`config.mk`:
```
export PLATFORM = sky130hd
export DESIGN_NAME = recip_core_multi
export DESIGN_NICKNAME = d
export VERILOG_FILES = /design/src/rtl/recip_core_multi.sv
export SDC_FILE = /design/constraint.sdc
export NUM_CORES = 1
export LEC_CHECK = 0
export BUFFER_PORTS_ARGS = -buffer_cell sky130_fd_sc_hd__clkbuf_2
export CORE_MARGIN = 2
export CORE_UTILIZATION = 62
export DETAILED_ROUTE_END_ITERATION = 12
export HOLD_SLACK_MARGIN = 0.08
export PLACE_DENSITY = 0.81
export SYNTH_ARGS = -nofsm -noshare
export SYNTH_HDL_FRONTEND = slang
export SYNTH_SLANG_ARGS = --single-unit
```
`constraint.sdc`:
```
create_clock -name clk_fast -period 7.6 [get_ports clk_fast]
set_input_delay 1.14 -clock clk_fast [delete_from_list [all_inputs] [get_ports clk_fast]]
set_output_delay 1.14 -clock clk_fast [all_outputs]
set_load 0.1 [all_outputs]
```
`src/rtl/recip_core_multi.sv`:
```
// Multi-channel N-period reciprocal counter in the clk_fast domain, with a round-robin result port.
// Optional measurement timeout is compiled in with `define RECIP_TIMEOUT_EN.
module recip_core_multi #(
    parameter int NUM_CH         = 2,
    parameter int COARSE_WIDTH   = 24,
    parameter int CH_W           = 4,
    parameter int TIMEOUT_CYCLES = 2000000
) (
    input  logic                    clk_fast,
    input  logic                    rst,
    input  logic [NUM_CH-1:0]       sensor,
    input  logic                    enable,
    input  logic [15:0]             n_cycles,
    output logic [NUM_CH-1:0]       ch_busy,
    output logic                    res_valid,
    input  logic                    res_ack,
    output logic [CH_W-1:0]         res_ch,
    output logic [COARSE_WIDTH-1:0] res_coarse,
    output logic                    res_timeout
);

    typedef enum logic [1:0] {
        ST_IDLE = 2'd0,
        ST_MEAS = 2'd1,
        ST_DONE = 2'd2
    } ch_state_e;

    if (NUM_CH < 1 || NUM_CH > 16) begin : g_bad_num_ch
        $error("recip_core_multi: NUM_CH must be 1..16");
    end
    if (CH_W < $clog2(NUM_CH) || CH_W < 1) begin : g_bad_ch_w
        $error("recip_core_multi: CH_W too narrow for NUM_CH");
    end
    if (TIMEOUT_CYCLES < 2) begin : g_bad_timeout
        $error("recip_core_multi: TIMEOUT_CYCLES must be >= 2");
    end

`ifdef RECIP_TIMEOUT_EN
    localparam logic [COARSE_WIDTH-1:0] TO_VAL  = COARSE_WIDTH'(TIMEOUT_CYCLES);
    localparam logic [COARSE_WIDTH-1:0] TO_LAST = COARSE_WIDTH'(TIMEOUT_CYCLES - 1);
`endif

    function automatic logic [COARSE_WIDTH-1:0] sat_inc(input logic [COARSE_WIDTH-1:0] v);
        if (v == {COARSE_WIDTH{1'b1}}) begin
            return v;
        end else begin
            return v + COARSE_WIDTH'(1);
        end
    endfunction

    logic [NUM_CH-1:0]       s1_q, s2_q, s3_q, edge_s;
    ch_state_e               state_q  [NUM_CH];
    ch_state_e               state_d  [NUM_CH];
    logic [COARSE_WIDTH-1:0] cnt_q    [NUM_CH];
    logic [COARSE_WIDTH-1:0] cnt_d    [NUM_CH];
    logic [COARSE_WIDTH-1:0] result_q [NUM_CH];
    logic [COARSE_WIDTH-1:0] result_d [NUM_CH];
    logic [15:0]             edges_q  [NUM_CH];
    logic [15:0]             edges_d  [NUM_CH];
    logic [15:0]             neff_q   [NUM_CH];
    logic [15:0]             neff_d   [NUM_CH];
    logic [NUM_CH-1:0]       tflag_q, tflag_d, busy_d;
    logic [15:0]             n_eff_s;

    logic                    grant_vld_s, grant_s, port_free_s;
    logic [CH_W-1:0]         grant_ch_s, rr_ptr_q;
    logic [COARSE_WIDTH-1:0] grant_coarse_s;
    logic                    grant_tflag_s;

    logic                    res_valid_q, res_timeout_q;
    logic [CH_W-1:0]         res_ch_q;
    logic [COARSE_WIDTH-1:0] res_coarse_q;
    logic [NUM_CH-1:0]       ch_busy_q;

    assign edge_s      = s2_q & ~s3_q;
    assign n_eff_s     = (n_cycles < 16'd2) ? 16'd2 : n_cycles;
    assign port_free_s = ~res_valid_q | res_ack;
    assign grant_s     = grant_vld_s & port_free_s;

    // Round-robin pick of the first DONE channel at or after the pointer.
    always_comb begin : p_grant
        logic [CH_W:0] idx;
        logic          hit;
        grant_vld_s    = 1'b0;
        grant_ch_s     = '0;
        grant_coarse_s = '0;
        grant_tflag_s  = 1'b0;
        idx            = '0;
        hit            = 1'b0;
        for (int k = 0; k < NUM_CH; k++) begin
            idx = {1'b0, rr_ptr_q} + (CH_W+1)'(k);
            idx = (idx >= (CH_W+1)'(NUM_CH)) ? idx - (CH_W+1)'(NUM_CH) : idx;
            for (int j = 0; j < NUM_CH; j++) begin
                hit            = ~grant_vld_s & (state_q[j] == ST_DONE) & (idx == (CH_W+1)'(j));
                grant_ch_s     = hit ? CH_W'(j) : grant_ch_s;
                grant_coarse_s = hit ? result_q[j] : grant_coarse_s;
                grant_tflag_s  = hit ? tflag_q[j] : grant_tflag_s;
                grant_vld_s    = grant_vld_s | hit;
            end
        end
    end

    // Per-channel measurement FSM next-state logic.
    always_comb begin
        for (int i = 0; i < NUM_CH; i++) begin
            state_d[i]  = state_q[i];
            cnt_d[i]    = cnt_q[i];
            result_d[i] = result_q[i];
            edges_d[i]  = edges_q[i];
            neff_d[i]   = neff_q[i];
            tflag_d[i]  = tflag_q[i];
            case (state_q[i])
                ST_IDLE: begin
                    if (edge_s[i] && enable) begin
                        state_d[i] = ST_MEAS;
                        cnt_d[i]   = '0;
                        edges_d[i] = 16'd1;
                        neff_d[i]  = n_eff_s;
                    end else begin
                        state_d[i] = ST_IDLE;
                    end
                end
                ST_MEAS: begin
                    // enable low takes priority over a coincident stop edge.
                    if (!enable) begin
                        state_d[i] = ST_IDLE;
                    end else if (edge_s[i] && ((edges_q[i] + 16'd1) == neff_q[i])) begin
                        state_d[i]  = ST_DONE;
                        result_d[i] = sat_inc(cnt_q[i]);
                        tflag_d[i]  = 1'b0;
`ifdef RECIP_TIMEOUT_EN
                    end else if (cnt_q[i] == TO_LAST) begin
                        state_d[i]  = ST_DONE;
                        result_d[i] = TO_VAL;
                        tflag_d[i]  = 1'b1;
`endif
                    end else begin
                        cnt_d[i]   = sat_inc(cnt_q[i]);
                        edges_d[i] = edges_q[i] + {15'd0, edge_s[i]};
                    end
                end
                ST_DONE: begin
                    if (grant_s && (grant_ch_s == CH_W'(i))) begin
                        state_d[i] = ST_IDLE;
                    end else begin
                        state_d[i] = ST_DONE;
                    end
                end
                default: state_d[i] = ST_IDLE;
            endcase
            busy_d[i] = (state_d[i] != ST_IDLE);
        end
    end

    // Sensor synchronisers and per-channel state registers.
    always_ff @(posedge clk_fast or posedge rst) begin
        if (rst) begin
            s1_q    <= '0;
            s2_q    <= '0;
            s3_q    <= '0;
            tflag_q <= '0;
            for (int i = 0; i < NUM_CH; i++) begin
                state_q[i]  <= ST_IDLE;
                cnt_q[i]    <= '0;
                result_q[i] <= '0;
                edges_q[i]  <= 16'd0;
                neff_q[i]   <= 16'd0;
            end
        end else begin
            s1_q    <= sensor;
            s2_q    <= s1_q;
            s3_q    <= s2_q;
            tflag_q <= tflag_d;
            for (int i = 0; i < NUM_CH; i++) begin
                state_q[i]  <= state_d[i];
                cnt_q[i]    <= cnt_d[i];
                result_q[i] <= result_d[i];
                edges_q[i]  <= edges_d[i];
                neff_q[i]   <= neff_d[i];
            end
        end
    end

    // Result port register, round-robin pointer and busy flags.
    always_ff @(posedge clk_fast or posedge rst) begin
        if (rst) begin
            res_valid_q   <= 1'b0;
            res_ch_q      <= '0;
            res_coarse_q  <= '0;
            res_timeout_q <= 1'b0;
            rr_ptr_q      <= '0;
            ch_busy_q     <= '0;
        end else begin
            ch_busy_q <= busy_d;
            if (grant_s) begin
                res_valid_q   <= 1'b1;
                res_ch_q      <= grant_ch_s;
                res_coarse_q  <= grant_coarse_s;
                res_timeout_q <= grant_tflag_s;
                rr_ptr_q      <= (grant_ch_s == CH_W'(NUM_CH - 1)) ? '0 : grant_ch_s + CH_W'(1);
            end else if (res_ack) begin
                res_valid_q <= 1'b0;
            end else begin
                res_valid_q <= res_valid_q;
            end
        end
    end

    assign res_valid   = res_valid_q;
    assign res_ch      = res_ch_q;
    assign res_coarse  = res_coarse_q;
    assign res_timeout = res_timeout_q;
    assign ch_busy     = ch_busy_q;

endmodule
```
==> metrics.md <==
| Metric | Value |
|---|---|
| Detailed Routing Iterations Pass 1 | `6` |
| Layout Nets | `1146` |
| Worst slew pin tran | `1.22 ns` |
| Final hold violation count | `0` |
| Cell Int Power | `1730 uW` |
| Crit-path max cell delay | `0.69 ns` |
| Hold Crit Depth | `0` |
| Clock-pin slew on the worst setup and hold paths | `0.07 ns` |
| Synth top area cells | `dfrtp_1 48%, nand2_1 6.9%, xnor2_1 4.3%, xor2_1 3.2%, a21oi_1 2.9%` |
| Largest net degree at the start of global routing | `122` |
| Most common cell after layout, fill and taps aside | `dfrtp_1` |
| Placed Instances | `1317` |
| Most frequent cells in the layout | `199 x dfrtp_1, 189 x nand2_1, 59 x a21oi_1` |
| Root buffer selected by CTS | `clkbuf_16` |
| Layout area overhead | `8.36%` |
| First-pass GRT wire length | `38400 microns` |
| Sw frac | `26.3%` |
| TNS Setup | `0 ns` |
| Tmin final | `3.39 ns` |
| CP max-delay cell | `nor4_4` |
| Mean Syn Cell Area | `9.31 sq um` |
| Register share of total power | `49.7%` |
| I/O pin cnt | `54` |
| Yosys warnings | `0` |
| Synth area leader | `dfrtp_1` |
| Post-synth cell types | `74` |
| Via-per-instance ratio | `6.04` |
| Clk pwr share | `40.1%` |
| H-Tree Depth | `4` |
| Tcrit/Tclk final | `44.6%` |
| # diodes | `0` |
| Number of synthesized flops with an enable pin | `0` |
| Max-cap check violation count | `0` |
| Async set-reset flop share out of synthesis | `100%` |
| Antenna violations before repair | `0` |
| Resize count post-CTS | `0` |
| Setup bufs post-CTS | `0` |
| Die Wd | `133 microns` |
| Max VDD drop | `0.187 mV` |
| Die span in y | `133 microns` |
| Finished Layout Cells | `1349` |
| Hold path endpoint | `s2_q[1]` |
| Seq cells post-synth | `199` |
| HP Start | `s1_q[1]` |
| Worst reg2reg path endpoint | `edges_q[4]` |
| DR iter-0 viols | `880` |
| Clock Skews | `0.0116 ns` |
| Remaining Overflow, GRT | `0` |
| Initial Util | `62.8%` |
| Setup Viol. Count Final | `0` |
| CP Buf/Inv Count | `0` |
| Clk sink count | `199` |
| Worst-path fanout max | `17` |
| CTS buffer count | `17` |
| Worst reg2reg setup slack | `4.21 ns` |
| Part of the power in combinational logic | `10.2%` |
| Worst Hold Class | `flip-flop to flip-flop` |
| RSZ-0062 raised after global routing | `no` |
| Delay-heaviest family, CP | `simple AND/OR/NAND/NOR gates` |
| Core area | `16400 sq um` |
| Reg2Reg Depth | `8` |
| Worst Path Required | `7.88 ns` |
| PD cells | `211 nW/um^2` |
| Most frequently used flop master after synthesis | `dfrtp_1` |
| Layout cells sized above 1 | `10.4%` |
| Cell area after synthesis | `10300 sq um` |
| Vias in the first global route | `7602` |
| Register area share after synthesis | `48.3%` |
| Worst-Skew Late Latency | `0.44 ns` |
| Crit start category | `flip-flop` |
| Clock Tree Buf Depth | `2` |
| Top cell type's share of synthesized area | `48.3%` |
| Antenna viol nets, final | `0` |
| CTS tree | `built` |
| Critical-path cell list | `nand3_2 > or4_4 > nor3_2 > o22ai_2 > nor4_4 > nand2b_1 > or3_1 > a21oi_1` |
| Status | `complete, no violations` |
| Slew margin rel. | `18.1%` |
| Drt total wl | `23100 microns` |
| Static leakage | `0.00514 uW` |
| CP Class | `flip-flop to flip-flop` |
| DRC Markers | `0` |
| IO Port Bufs | `49` |
| RD Place Congestion | `0.940` |
| Num rows | `47` |
| RR Startpoint | `edges_q[2]` |
| Total GRT Usage | `27.2%` |
| WP data arrival | `3.67 ns` |
| FMAX | `0.295 GHz` |
| Sw power | `620 uW` |
| Cell count after synthesis | `1107` |
| Routed via count | `8143` |
| DP Wirelength | `15900 microns` |
| CP endpoint kind | `flip-flop` |
| Die area | `17700 sq um` |
| Hold buffer count at CTS | `0` |
| Pins Over Slew Limit | `0` |
| Wire per inst | `17.1 microns` |
## state kept, by name, summed over array words and instances (netlist names)
register and count:
neff_q 32, res_coarse 24, s2_q 2, result_q 48, state_q 4, s3_q 2, edges_q 32, cnt_q 48
ch_busy 2, s1_q 2, res_valid 1, rr_ptr_q 1, res_ch 1
## power by group through the flow
stage | Clock [uW] | Sequential [uW] | Combinational [uW]
2_1_floorplan | 0 | 1170 | 193
3_3_place_gp | 0 | 1190 | 232
3_5_place_dp | 0 | 1190 | 241
4_1_cts | 952 | 1170 | 242
5_1_grt | 994 | 1180 | 272
6_report | 945 | 1170 | 240
## final cells by class
cell class,instances,area [sq um]
Sequential cell,199,4980
Timing Repair Buffer,54,283
Clock inverter,11,159
Tap cell,220,275
Fill cell,1215,5250
Inverter,48,188
Multi-Input combinational cell,796,4830
Clock buffer,21,450
## cells by family after synthesis
kind of cell | synth area share (%)
and+or+nand+nor | 22.3
AOI/OAI and AO/OA | 14.6
DFF | 48.3
buffers and inverters | 5.02
xor gates and xnor gates | 7.48
muxes | 1.21
adders and majority gates | 0.972
other | 0.0364
## Yosys cell counts (all sizes together), types with 2 or more instances
master   count
a21o        11
a21oi       59
a221o        2
a222oi      24
a22o         5
a311oi       2
a31oi        4
and2         7
and3        12
and4         3
buf         34
clkbuf      33
dfrtp      199
ha           8
inv         48
mux2         4
mux2i        8
nand2      190
nand2b       9
nand3       41
nand3b       4
nand4       26
nor2        52
nor2b        7
nor3        21
nor3b        4
nor4        18
nor4b        2
o2111ai      3
o211ai      13
o21a         2
o21ai       68
o21bai       4
o22ai        2
o31ai       18
o41ai        2
or2         11
or3         34
or3b         2
or4         11
xnor2       50
xor2        38
## per-layer routing
| layer | track usage (%) | wire length, microns | part of all wire (%) | vias up |
|---|---|---|---|---|
| met1 | 40.2 | 10700 | 46 | 3994 |
| met4 | 8.18 | 353 | 1.5 | 0 |
| met5 | 0 | 0 | 0 | - |
| li1 | - | - | - | 3917 |
| met3 | 4.02 | 1210 | 5.3 | 23 |
| met2 | 42.0 | 10800 | 47 | 209 |
## worst max path at each step
stage,startpoint,end,slack [ns],cells after the start
3_3_place_gp,edges_q[2],edges_q[4],4.27,8
2_1_floorplan,rst,ch_busy[0],1.03,1
5_1_grt,edges_q[0],cnt_q[2],3.83,9
6_report,edges_q[2],edges_q[4],4.21,8
3_5_place_dp,edges_q[0],cnt_q[2],4.22,9
4_1_cts,edges_q[2],edges_q[4],4.21,8
## through the flow
stage               hold slack [ns]  total power [uW]  area [sq um]  utilization (%)  setup WS [ns]
floorplan                     0.331              1370         10300                -           1.03
global placement              0.343              1420         10600             64.3           4.27
detailed placement            0.336              1430         10600             64.3           4.22
CTS                           0.362              2360         11200             68.0           4.21
global route                  0.378              2440         11200             68.0           3.83
finish                        0.359              2350         11200             68.0           4.21
(Power assumes the default switching activity.)
